**src/rtl/vga_scan_timing.sv**
```systemverilog
// -----------------------------------------------------------------------------
// vga_scan_timing
//
// Purpose:
//   640x480@60 VGA scan timing generator running from the 50 MHz system clock.
//   A small divider produces one pixel strobe every CLK_DIV clocks. Horizontal
//   and vertical counters walk the full raster (visible area plus porches and
//   sync). The current counter values are presented as DrawX/DrawY to the
//   colour mapper. The mapper's combinational RGB answer is registered one
//   pixel later, together with blank and both syncs, so the DAC always sees
//   mutually aligned colour and timing. A one-clock pulse marks the last pixel
//   of each frame for game-state update logic.
//
// Ports:
//   Clk          in   system clock (50 MHz)
//   Reset        in   synchronous, active-low reset
//   Red_in       in   [7:0] mapper red for the current DrawX/DrawY
//   Green_in     in   [7:0] mapper green
//   Blue_in      in   [7:0] mapper blue
//   DrawX        out  [9:0] horizontal count, 0..H_TOTAL-1
//   DrawY        out  [9:0] vertical count, 0..V_TOTAL-1
//   pixel_en     out  one-clock strobe per pixel period
//   frame_start  out  one-clock pulse on the last pixel of each frame
//   VGA_CLK      out  pixel clock to the DAC, rising mid-pixel
//   VGA_HS       out  horizontal sync, active-low, registered
//   VGA_VS       out  vertical sync, active-low, registered
//   VGA_BLANK_N  out  low outside the visible area, registered
//   VGA_SYNC_N   out  tied low (no sync-on-green)
//   VGA_R/G/B    out  [7:0] registered colour to the DAC
//
// Configuration:
//   VGA_BORDER_TEST_EN - when defined, the outermost visible rows and columns
//   are forced to white regardless of the mapper inputs, for checking monitor
//   framing. When undefined, visible pixels always pass the inputs through.
//
// CLK_DIV must be even and at least 2. Totals must fit the 10-bit counters.
// -----------------------------------------------------------------------------
module vga_scan_timing #(
    parameter int H_VISIBLE = 640,
    parameter int H_FP      = 16,
    parameter int H_SYNC    = 96,
    parameter int H_BP      = 48,
    parameter int V_VISIBLE = 480,
    parameter int V_FP      = 10,
    parameter int V_SYNC    = 2,
    parameter int V_BP      = 33,
    parameter int CLK_DIV   = 2
) (
    input  logic       Clk,
    input  logic       Reset,
    input  logic [7:0] Red_in,
    input  logic [7:0] Green_in,
    input  logic [7:0] Blue_in,
    output logic [9:0] DrawX,
    output logic [9:0] DrawY,
    output logic       pixel_en,
    output logic       frame_start,
    output logic       VGA_CLK,
    output logic       VGA_HS,
    output logic       VGA_VS,
    output logic       VGA_BLANK_N,
    output logic       VGA_SYNC_N,
    output logic [7:0] VGA_R,
    output logic [7:0] VGA_G,
    output logic [7:0] VGA_B
);

    localparam int H_TOTAL = H_VISIBLE + H_FP + H_SYNC + H_BP;
    localparam int V_TOTAL = V_VISIBLE + V_FP + V_SYNC + V_BP;
    localparam int DIV_W   = $clog2(CLK_DIV);

    // Counter-width copies of the timing landmarks, so every compare is
    // between equal-width operands.
    localparam logic [DIV_W-1:0] DIV_LAST = DIV_W'(CLK_DIV - 1);
    localparam logic [DIV_W-1:0] DIV_HALF = DIV_W'(CLK_DIV / 2);
    localparam logic [9:0] H_LAST   = 10'(H_TOTAL - 1);
    localparam logic [9:0] V_LAST   = 10'(V_TOTAL - 1);
    localparam logic [9:0] H_VIS    = 10'(H_VISIBLE);
    localparam logic [9:0] V_VIS    = 10'(V_VISIBLE);
    localparam logic [9:0] HS_START = 10'(H_VISIBLE + H_FP);
    localparam logic [9:0] HS_END   = 10'(H_VISIBLE + H_FP + H_SYNC);
    localparam logic [9:0] VS_START = 10'(V_VISIBLE + V_FP);
    localparam logic [9:0] VS_END   = 10'(V_VISIBLE + V_FP + V_SYNC);

    logic [DIV_W-1:0] div;
    logic [DIV_W-1:0] div_next;
    logic [9:0]       hc;
    logic [9:0]       vc;
    logic             h_last;
    logic             v_last;
    logic             visible;
    logic             hs_active;
    logic             vs_active;
    logic [7:0]       r_sel;
    logic [7:0]       g_sel;
    logic [7:0]       b_sel;

    assign pixel_en    = (div == DIV_LAST);
    assign h_last      = (hc == H_LAST);
    assign v_last      = (vc == V_LAST);
    assign frame_start = pixel_en && h_last && v_last;

    assign DrawX      = hc;
    assign DrawY      = vc;
    assign VGA_SYNC_N = 1'b0;

    assign visible   = (hc < H_VIS) && (vc < V_VIS);
    assign hs_active = (hc >= HS_START) && (hc < HS_END);
    assign vs_active = (vc >= VS_START) && (vc < VS_END);

    // The divider wraps on the pixel strobe, so it never needs a separate
    // terminal-count compare.
    assign div_next = pixel_en ? '0 : div + 1'b1;

    // Colour selection for the pixel currently addressed by hc/vc.
    always_comb begin
        // NOTE: every always_comb output gets an unconditional default first;
        // a path that leaves one unassigned would infer a latch.
        r_sel = '0;
        g_sel = '0;
        b_sel = '0;
        if (visible) begin
            r_sel = Red_in;
            g_sel = Green_in;
            b_sel = Blue_in;
        end
`ifdef VGA_BORDER_TEST_EN
        if (visible && (hc == '0 || hc == H_VIS - 10'd1 ||
                        vc == '0 || vc == V_VIS - 10'd1)) begin
            r_sel = 8'hFF;
            g_sel = 8'hFF;
            b_sel = 8'hFF;
        end
`endif
    end

    // NOTE: Reset is sampled only on the clock edge, so it appears in the
    // body of the block, not in the sensitivity list.
    always_ff @(posedge Clk) begin
        if (!Reset) begin
            div         <= '0;
            hc          <= '0;
            vc          <= '0;
            VGA_CLK     <= 1'b0;
            VGA_HS      <= 1'b1;
            VGA_VS      <= 1'b1;
            VGA_BLANK_N <= 1'b0;
            VGA_R       <= '0;
            VGA_G       <= '0;
            VGA_B       <= '0;
        end else begin
            // NOTE: sequential state uses non-blocking assignments so every
            // register samples pre-edge values regardless of statement order.
            div <= div_next;

            // Registered from div_next: rises CLK_DIV/2 clocks after each
            // output update, putting the DAC sampling edge mid-pixel.
            VGA_CLK <= (div_next >= DIV_HALF);

            if (pixel_en) begin
                if (h_last) begin
                    hc <= '0;
                    vc <= v_last ? '0 : vc + 10'd1;
                end else begin
                    hc <= hc + 10'd1;
                end

                // Output stage captures the pixel being left, so colour,
                // blank and syncs all carry the same one-pixel latency.
                VGA_R       <= r_sel;
                VGA_G       <= g_sel;
                VGA_B       <= b_sel;
                VGA_BLANK_N <= visible;
                VGA_HS      <= ~hs_active;
                VGA_VS      <= ~vs_active;
            end
        end
    end

endmodule

```
**config.mk**
```make
export PLATFORM = sky130hd
export DESIGN_NAME = vga_scan_timing
export DESIGN_NICKNAME = d
export VERILOG_FILES = /design/src/rtl/vga_scan_timing.sv
export SDC_FILE = /design/constraint.sdc
export NUM_CORES = 1
export LEC_CHECK = 0
export CAP_MARGIN = 20
export CORE_MARGIN = 4
export CORE_UTILIZATION = 46
export DETAILED_ROUTE_END_ITERATION = 8
export PLACE_DENSITY = 0.93
export SLEW_MARGIN = 20
export SYNTH_ARGS = -nofsm -noshare
export SYNTH_HDL_FRONTEND = slang
export SYNTH_SLANG_ARGS = --single-unit
```
**constraint.sdc**
```tcl
create_clock -name Clk -period 4.7 [get_ports Clk]
set_input_delay 0.705 -clock Clk [delete_from_list [all_inputs] [get_ports Clk]]
set_output_delay 0.705 -clock Clk [all_outputs]
set_load 0.01 [all_outputs]
```
# Yosys cells after proc, flatten, opt, wreduce, memory -nomap -nowiden
# Cells that the tools add are included.
# W data, S select, Z words.
# word_totals
reg_bits	49
latchBits	0
ramBits	0
mem_bits_ro	0
input_bits	26
elab_cells	36
memories	0
# classes
addsub	3
n_mul	0
div	0
magnitude_cmp	7
n_eq_ne	2
shifts	0
mux	6
n_bitwise	2
reduce_logical	6
# ops
op	n
$mux W8	3
$add A10 B1 Y10 const B	2
$eq A10 B10 Y1 const B	2
$lt A10 B10 Y1 const B	2
$lt A10 B9 Y1 const B	2
$mux W10	2
$ge A10 B10 Y1 const B	1
$ge A10 B9 Y1 const B	1
$logic_and A1 B1 Y1	5
$not A1 Y1	2
$reduce_and A2 Y1	1
$add A1 B1 Y1 const B	1
$ge A1 B1 Y1 const B	1
$mux W1	1

# Longest topological paths before layout
# Gate-level depths: netlist of the first run.
# depth
depth_word	3
depth_mapped	6
ltp_nobuf	6

# Least setup slack after synthesis of the first run
# No wires, ideal clock.
# synth_timing
path_type	register to output
from	register hc[1], in the netlist DrawX[1]
to	output port frame_start
t_arrival_ps	1267
required_ps	3995
slack_ps	2728
stages_incl_launch_ff	5
n_path_buf	0
path_cell_list	dfxtp_1 ha_1 and4_1 nand3_2 nor2_1
# synth_via
elab_chain_len	3
# synth_lines
element	line	source
start, declared	87	logic [9:0] hc;
start signal, assigned	165	hc <= hc + 10'd1;
$eq A10 B10 Y1	99	assign h_last = (hc == H_LAST);
$logic_and A1 B1 Y1 (2 in series)	101	assign frame_start = pixel_en && h_last && v_last;
end, declared	57	output logic frame_start,
# No other way between the ends.

# Final worst setup path of the first run
# Ends and elaborated chain as after synthesis.

==> results of run 1 <==
logic make-up (layout without fill, tap and decap cells):
group | count (synthesis) | count (layout)
adder cells (fa/ha/maj) | 4 | 4
buffers and inverters | 18 | 88
XOR/XNOR | 11 | 11
flip-flops | 48 | 48
multiplexers | 3 | 3
AND/OR/NAND/NOR | 67 | 67
AO/OA/AOI/OAI | 41 | 41
other | 1 | 1
cell usage in the layout, fill, tap and decap left out, drive strengths merged, types with 3 or more instances in the layout:
master	count
nand3	11
xnor2	8
nor3	5
nand2	11
o21ai	7
a21oi	4
nor2	13
a22o	25
xor2	3
inv	5
ha	4
clkbuf	6
dfxtp	48
nand4	6
clkdlybuf4s50	75
synth_stat cells, types with 2 or more instances:
cell type   n  area share, %
a21oi_1     4            1.0
a22o_1     25             11
and2_1      2           0.64
and4_1      2           0.90
buf_2       4            1.0
buf_4       3            1.2
clkbuf_1    5           0.96
dfxtp_1    48             49
ha_1        4            2.6
inv_1       5           0.96
mux2i_1     2            1.0
nand2_1    11            2.1
nand3_1    10            2.6
nand4_1     6            1.9
nand4b_1    2           0.90
nor2_1     13            2.5
nor2b_1     2           0.64
nor3_1      5            1.3
nor4bb_1    2            1.0
o21ai_0     7            1.8
o31ai_1     2           0.77
or3_1       2           0.64
or4_1       2           0.77
xnor2_1     8            3.6
xor2_1      3            1.3
state kept, by name, indices dropped and copies added, names as in the netlist, 8 cells and up:
signal,cells
DrawY,10
VGA_G,8
VGA_R,8
VGA_B,8
DrawX,10
layout make-up:
| type | instances | share of cell area (%) |
|---|---|---|
| Multi-Input combinational cell | 127 | 32.5 |
| Tap cell | 50 | 2.23 |
| Sequential cell | 48 | 34.3 |
| Timing Repair Buffer | 76 | 27.0 |
| Inverter | 5 | 0.669 |
| Clock buffer | 6 | 2.95 |
| Clock inverter | 1 | 0.312 |
critical path: stages, from the launching register on:
cell and delay, ns:
dfxtp_1 0.43, ha_1 0.24, and4_1 0.31, nand3_2 0.18, nor2_1 0.23, clkdlybuf4s50_1 0.58
how the worst max path moves through the flow:
stage	slack, ns	cells past startpoint	end
2_1_floorplan	2.73	4	frame_start
3_3_place_gp	1.99	3	DrawX[0]$_SDFFE_PN0P_
3_5_place_dp	1.93	3	DrawX[0]$_SDFFE_PN0P_
4_1_cts	1.75	5	frame_start
5_1_grt	1.66	5	frame_start
6_report	1.73	5	frame_start
layer usage:
metal | vias to the layer above | part of all wire [%]
met5 | - | 0
met4 | 0 | 0.74
met3 | 5 | 7.2
met2 | 79 | 51
met1 | 823 | 41
li1 | 838 | -
report_power, final:
group	leakage [nW]	internal, mW	switching (mW)	total (mW)
sequential	0.391	0.422	0.0113	0.433
clock	0.0473	0.117	0.131	0.249
combinational	0.577	0.0569	0.0335	0.0904
==> results.json, run 1 <==
{
  "run_status": "finished, final reports clean",
  "dpl.cell_count": 306,
  "vias": 1745,
  "io_buffers": 75,
  "total_power_mw": 0.772,
  "htreeDepth": 2,
  "cts.sinks": 48,
  "final_layout_size_suffix_gt1_share_pct": 4.94,
  "ff2ff_setup_slack_ns": 2.60,
  "synth_nets": 223,
  "crit_start": "DrawX[1]$_SDFFE_PN0P_",
  "r2r-start": "DrawX[1]$_SDFFE_PN0P_",
  "cp_max_fo": 7,
  "drt-initial-drc-count": 158,
  "synth_edf_count": 0,
  "global_route.usage.met1_pct": 24.2,
  "rr_worst_depth": 5,
  "fin_nets": 293,
  "io_pins": 77,
  "clk_pin_slew_ns": 0.08,
  "cellPowerDensity_nw_per_um2": 275,
  "fin_cells": 313,
  "grt_pass1_vias": 1704,
  "hold_depth": 2,
  "synthSimpleGateAreaFrac_pct": 20.9,
  "hold-worst-slack_ns": 0.468,
  "pre_cts_ws_ns": 1.93,
  "drc": 0,
  "worst_hold_path.endpoint": "VGA_HS$_SDFFE_PN1P_",
  "area_growth_pct": 43.3,
  "grt_use_total_pct": 19.3,
  "drtAntennaViolNets": 0,
  "fin_area_um2": 2800,
  "layout_min_cycle_time_ns": 2.97,
  "gp_congestion": 0.930,
  "path_class": "register to output pin",
  "rows": 23,
  "postCtsSetupRepairBufs": 0,
  "rsz0062_at_grt": "no",
  "min_from": "VGA_HS$_SDFFE_PN1P_",
  "setup_viol": 0,
  "avgSynthCellArea_um2": 10.1,
  "grt_first_pass_wirelength_um": 8060,
  "cts_tree": "done",
  "synth_fa_ha_area_share_pct": 2.56,
  "firstDrtPassIters": 7,
  "post-route-util_pct": 69.1,
  "fill_cells": 307,
  "syn_inst": 193,
  "initial_core_util_pct": 48.2,
  "wirelength_um": 5010,
  "yosysSeqAreaShare_pct": 49.1,
  "wire_per_inst_um": 16.0,
  "cts_resized": 0,
  "required_ns": 3.99,
  "register_area_um2": 961,
  "synth_top_flop_cell": "dfxtp_1",
  "dieArea_um2": 5360,
  "placed_area_um2": 2710,
  "grt-ovfl-total": 0,
  "vias_per_cell": 5.58,
  "cts-hold-fix-buffers": 0,
  "synth_xor_area_share_pct": 4.92,
  "synth_top_family_by_area": "simple AND/OR/NAND/NOR gates",
  "use_met2_pct": 31.7,
  "grt_max_degree": 30,
  "cts_root_buf": "clkbuf_8",
  "synth_seq_cells": 48,
  "finalMaxSlewViolations": 0,
  "cp-end-kind": "output pin",
  "clk_latency_ns": 0.29,
  "multi_input_area_um2": 912,
  "r2r_end": "DrawY[2]$_SDFFE_PN0P_",
  "cp-start-kind": "register",
  "setup_ws_ns": 1.73,
  "hold_violations": 0,
  "fin_crit_sh_pct": 63.1,
  "die_height_um": 73.2,
  "fin_setup_tns_ns": 0,
  "ys_warn_count": 0,
  "async_reset_ff_share_pct": 0,
  "diodes": 0,
  "slew_headroom_pct": 48.2,
  "fmax_ghz": 0.337,
  "hpwl_um": 3570,
  "synth_compound_area_share_pct": 16.0,
  "tightestPinTransition_ns": 0.769,
  "fin_skew_ns": 0.00334,
  "antenna_found_initial": 0,
  "core_area_um2": 4060,
  "synth.distinct_cells": 39,
  "crit_arrival_ns": 2.26,
  "maxCapViolations": 0,
  "p_leak_nw": 1.02,
  "cts_buffers": 5,
  "top_usage_layer": "met2",
  "peakVddDrop_uv": 186,
  "grt_util_met3_pct": 5.51,
  "cts_buffer_depth": 2,
  "die_x_um": 73.2,
  "hold_class": "register to register",
  "syn_area_um2": 1960,
  "muxShareOfSynthArea_pct": 1.60
}
No activity file was read; power rests on OpenSTA's default activity.
==> run 2, diff against run 1 <==
Settings changed: CORE_UTILIZATION 46 to 43, PLACE_DENSITY 0.93 to 0.88.
Clock period 4.7 ns to 2.95 ns, I/O delays scaled along.
==> results.json, run 2 (synthesis results as in run 1) <==
{
  "wire_per_inst_um": 15.3,
  "vias_per_cell": 5.47,
  "cts_resized": 0,
  "run_status": "finished, final reports clean",
  "io_pins": 77,
  "fin_crit_sh_pct": 88.8,
  "pre_cts_ws_ns": 0.679,
  "setup_ws_ns": 0.330,
  "dpl.cell_count": 309,
  "hold_violations": 0,
  "dieArea_um2": 5690,
  "p_leak_nw": 1.01,
  "gp_congestion": 0.809,
  "cts-hold-fix-buffers": 0,
  "ff2ff_setup_slack_ns": 0.97,
  "tightestPinTransition_ns": 0.680,
  "cp_max_fo": 7,
  "layout_min_cycle_time_ns": 2.62,
  "cts_root_buf": "clkbuf_8",
  "area_growth_pct": 42.8,
  "grt_use_total_pct": 16.6,
  "cts_tree": "done",
  "die_height_um": 75.5,
  "grt_first_pass_wirelength_um": 7290,
  "core_area_um2": 4380,
  "vias": 1729,
  "postCtsSetupRepairBufs": 0,
  "grt_max_degree": 26,
  "cp-start-kind": "register",
  "drc": 0,
  "grt_pass1_vias": 1572,
  "cts_buffers": 5,
  "firstDrtPassIters": 4,
  "setup_viol": 0,
  "fin_nets": 294,
  "hold_class": "register to register",
  "mostFrequentLayoutCell": "clkdlybuf4s50_1",
  "cp-end-kind": "output pin",
  "required_ns": 2.51,
  "peakVddDrop_uv": 273,
  "drt-initial-drc-count": 95,
  "die_x_um": 75.5,
  "rsz0062_at_grt": "no",
  "fin_skew_ns": 0.00434,
  "slew_headroom_pct": 54.2,
  "crit_arrival_ns": 2.18,
  "wirelength_um": 4830,
  "htreeDepth": 2,
  "cellPowerDensity_nw_per_um2": 428,
  "critPathMaxStageDelay_ns": 0.57,
  "finalMaxSlewViolations": 0,
  "cts_buffer_depth": 2,
  "total_power_mw": 1.20,
  "worstPathCellList": "ha_1 > and4_1 > nand3_2 > nor2_1 > clkdlybuf4s50_1",
  "antenna_found_initial": 0,
  "diodes": 0,
  "hpwl_um": 3530,
  "path_class": "register to output pin",
  "clk_latency_ns": 0.29,
  "layout_common_cells": "clkdlybuf4s50_1, dfxtp_1, a22o_1",
  "fmax_ghz": 0.382,
  "clk_pin_slew_ns": 0.08,
  "grt-ovfl-total": 0,
  "drtAntennaViolNets": 0,
  "fin_setup_tns_ns": 0,
  "cts.sinks": 48,
  "post-route-util_pct": 63.8,
  "io_buffers": 75,
  "rows": 24,
  "final_layout_size_suffix_gt1_share_pct": 4.92,
  "fin_cells": 316,
  "initial_core_util_pct": 44.6,
  "maxCapViolations": 0,
  "slowest_stage": "clkdlybuf4s50_1"
}
-- run 2: area by class of cell --
| class | instances | area [um^2] |
|---|---|---|
| Clock buffer | 6 | 72.6 |
| Clock inverter | 1 | 5.00 |
| Fill cell | 371 | 1590 |
| Inverter | 5 | 18.8 |
| Multi-Input combinational cell | 127 | 907 |
| Sequential cell | 48 | 961 |
| Tap cell | 52 | 65.1 |
| Timing Repair Buffer | 77 | 766 |
-- run 2: worst max-delay path, delay by kind of cell, from the launching register on --
kind / cells / cell delay [ns]
fa+ha+maj: 1 / 0.25
buf+inv: 1 / 0.57
flops: 1 / 0.42
simple gates: 3 / 0.65
-- run 2: routing by layer --
metal / global-route usage, % / vias up / share of wire (%)
li1: - / 844 / -
met1: 21.3 / 818 / 45
met2: 26.7 / 61 / 47
met3: 4.09 / 6 / 6.2
met4: 7.18 / 0 / 1.4
met5: 0 / - / 0
-- run 2: final timing paths --
| path | startpoint | to | depth (start not counted) |
|---|---|---|---|
| worst max-delay path | DrawX[1]$_SDFFE_PN0P_ | frame_start | 5 |
| worst min-delay path | VGA_BLANK_N$_SDFFE_PN0P_ | VGA_BLANK_N$_SDFFE_PN0P_ | 1 |
| worst max register to register | DrawX[1]$_SDFFE_PN0P_ | DrawY[5]$_SDFFE_PN0P_ | 5 |
| worst min register to register | VGA_BLANK_N$_SDFFE_PN0P_ | VGA_BLANK_N$_SDFFE_PN0P_ | 1 |
-- run 2: power by group --
group | switching [mW] | total (mW) | leakage (nW) | internal (mW)
sequential | 0.0168 | 0.688 | 0.391 | 0.672
clock | 0.201 | 0.362 | 0.0410 | 0.161
combinational | 0.0541 | 0.145 | 0.578 | 0.0911
-- run 2: through the flow --
step	hold WS [ns]	cell area [um^2]
after floorplan	0.467	1960
after global placement	0.433	2720
after detailed placement	0.444	2720
after CTS	0.460	2800
after global routing	0.481	2800
final	0.459	2800
==> run 3, diff against run 2 <==
Clock period 2.95 ns to 2.62 ns, I/O delays scaled along.
==> results.json, run 3 (synthesis results as in run 1) <==
{
  "grt-ovfl-total": 0,
  "power_switching_mw": 0.316,
  "required_ns": 2.23,
  "wirelength_um": 5030,
  "fin_cells": 323,
  "hold_class": "register to register",
  "internal_power_mw": 1.08,
  "critPathMaxStageDelay_ns": 0.55,
  "gp_congestion": 0.853,
  "hold_depth": 2,
  "r2r_end": "DrawY[3]$_SDFFE_PN0P_",
  "area_growth_pct": 46.4,
  "clk_latency_ns": 0.29,
  "diodes": 0,
  "layout_common_cells": "clkdlybuf4s50_1, dfxtp_1, a22o_1",
  "fin_crit_sh_pct": 94.6,
  "initial_core_util_pct": 44.6,
  "die_x_um": 75.5,
  "antenna_found_initial": 0,
  "fmax_ghz": 0.403,
  "vias": 1740,
  "peakVddDrop_uv": 305,
  "cp.depth": 5,
  "firstDrtPassIters": 4,
  "pre_cts_ws_ns": 0.381,
  "cp-end-kind": "output pin",
  "io_buffers": 75,
  "drt-initial-drc-count": 62,
  "fin_skew_ns": 0.00472,
  "p_seq_share_pct": 55.5,
  "crit_end": "frame_start",
  "p_sw_share_pct": 22.7,
  "path_class": "register to output pin",
  "vias_per_cell": 5.39,
  "hold_violations": 0,
  "total_power_mw": 1.39,
  "tightestPinTransition_ns": 0.660,
  "grt_use_total_pct": 18.1,
  "rr_worst_depth": 5,
  "hpwl_um": 3750,
  "cellPowerDensity_nw_per_um2": 486,
  "mostFrequentLayoutCell": "clkdlybuf4s50_1",
  "cts_buffers": 5,
  "crit_start": "DrawX[1]$_SDFFE_PN0P_",
  "cts-hold-fix-buffers": 0,
  "crit_arrival_ns": 2.09,
  "dpl.cell_count": 314,
  "r2r-start": "DrawX[1]$_SDFFE_PN0P_",
  "cp-start-kind": "register",
  "critPathBufInv": 1,
  "drtAntennaViolNets": 0,
  "core_area_um2": 4380,
  "hold-worst-slack_ns": 0.446,
  "finalMaxSlewViolations": 0,
  "cts_root_buf": "clkbuf_8",
  "rsz0062_at_grt": "no",
  "io_pins": 77,
  "clk_pin_slew_ns": 0.09,
  "die_height_um": 75.5,
  "p_leak_nw": 1.04,
  "grt_first_pass_wirelength_um": 7820,
  "setup_ws_ns": 0.140,
  "cts.sinks": 48,
  "dieArea_um2": 5690,
  "drc": 0,
  "rows": 24,
  "fin_area_um2": 2860,
  "combPwrFrac_pct": 12.3,
  "maxCapViolations": 0,
  "run_status": "finished, final reports clean",
  "fin_setup_tns_ns": 0,
  "clkPwrFrac_pct": 32.2,
  "post-route-util_pct": 65.3,
  "cp_max_fo": 7,
  "wire_per_inst_um": 15.6,
  "final_layout_size_suffix_gt1_share_pct": 8.86,
  "grt_max_degree": 26,
  "setup_viol": 0,
  "ff2ff_setup_slack_ns": 0.70,
  "placed_area_um2": 2760,
  "htreeDepth": 2,
  "fin_nets": 300,
  "cts_tree": "done",
  "slew_headroom_pct": 55.5,
  "layout_min_cycle_time_ns": 2.48,
  "slowest_stage": "clkdlybuf4s50_1",
  "cts_buffer_depth": 2,
  "path_delay_family": "simple AND/OR/NAND/NOR gates",
  "grt_pass1_vias": 1651,
  "worstPathCellList": "ha_2 > and4_1 > nand3_2 > nor2_2 > clkdlybuf4s50_1"
}
run 3: area by class of cell:
cell class | instances | area, um^2
fill | 371 | 1520
sequential | 48 | 963
multi-input combinational | 127 | 912
timing repair buffer | 83 | 811
clock buffer | 7 | 86.3
tap | 52 | 65.1
inverter | 5 | 18.8
clock inverter | 1 | 7.51
run 3: worst reg2reg max path, cell delays in order, from the launching register on:
cell and delay (ns):
dfxtp_2 0.39, ha_2 0.22, and4_1 0.30, nand3_2 0.18
o21ai_0 0.59, nor2_1 0.12
run 3: how the worst min path moves through the flow:
stage	to	startpoint	slack, ns
2_1_floorplan	VGA_HS$_SDFFE_PN1P_	VGA_HS$_SDFFE_PN1P_	0.47
3_3_place_gp	VGA_HS$_SDFFE_PN1P_	VGA_HS$_SDFFE_PN1P_	0.43
4_1_cts	VGA_HS$_SDFFE_PN1P_	VGA_HS$_SDFFE_PN1P_	0.45
5_1_grt	VGA_HS$_SDFFE_PN1P_	VGA_HS$_SDFFE_PN1P_	0.47
6_report	VGA_HS$_SDFFE_PN1P_	VGA_HS$_SDFFE_PN1P_	0.45
3_5_place_dp	VGA_HS$_SDFFE_PN1P_	VGA_HS$_SDFFE_PN1P_	0.43
run 3: what timing repair did:
| item | CTS | global route |
|---|---|---|
| gates resized for setup | 0 | 4 |
| setup buffers | 0 | 1 |
| setup endpoints to repair | 0 | 1 |
run 3: routing by layer:
| metal | wire length, um | track usage [%] |
|---|---|---|
| met1 | 2140 | 23.2 |
| met3 | 335 | 4.35 |
| met4 | 67 | 6.99 |
| met5 | 0 | 0 |
| met2 | 2490 | 29.5 |
run 3: power groups by stage:
stage	sequential [mW]	combinational [mW]	clock (mW)
3_3_place_gp	0.788	0.170	0
5_1_grt	0.776	0.184	0.486
6_report	0.773	0.171	0.448
3_5_place_dp	0.789	0.174	0
4_1_cts	0.773	0.174	0.456
2_1_floorplan	0.801	0.0515	0
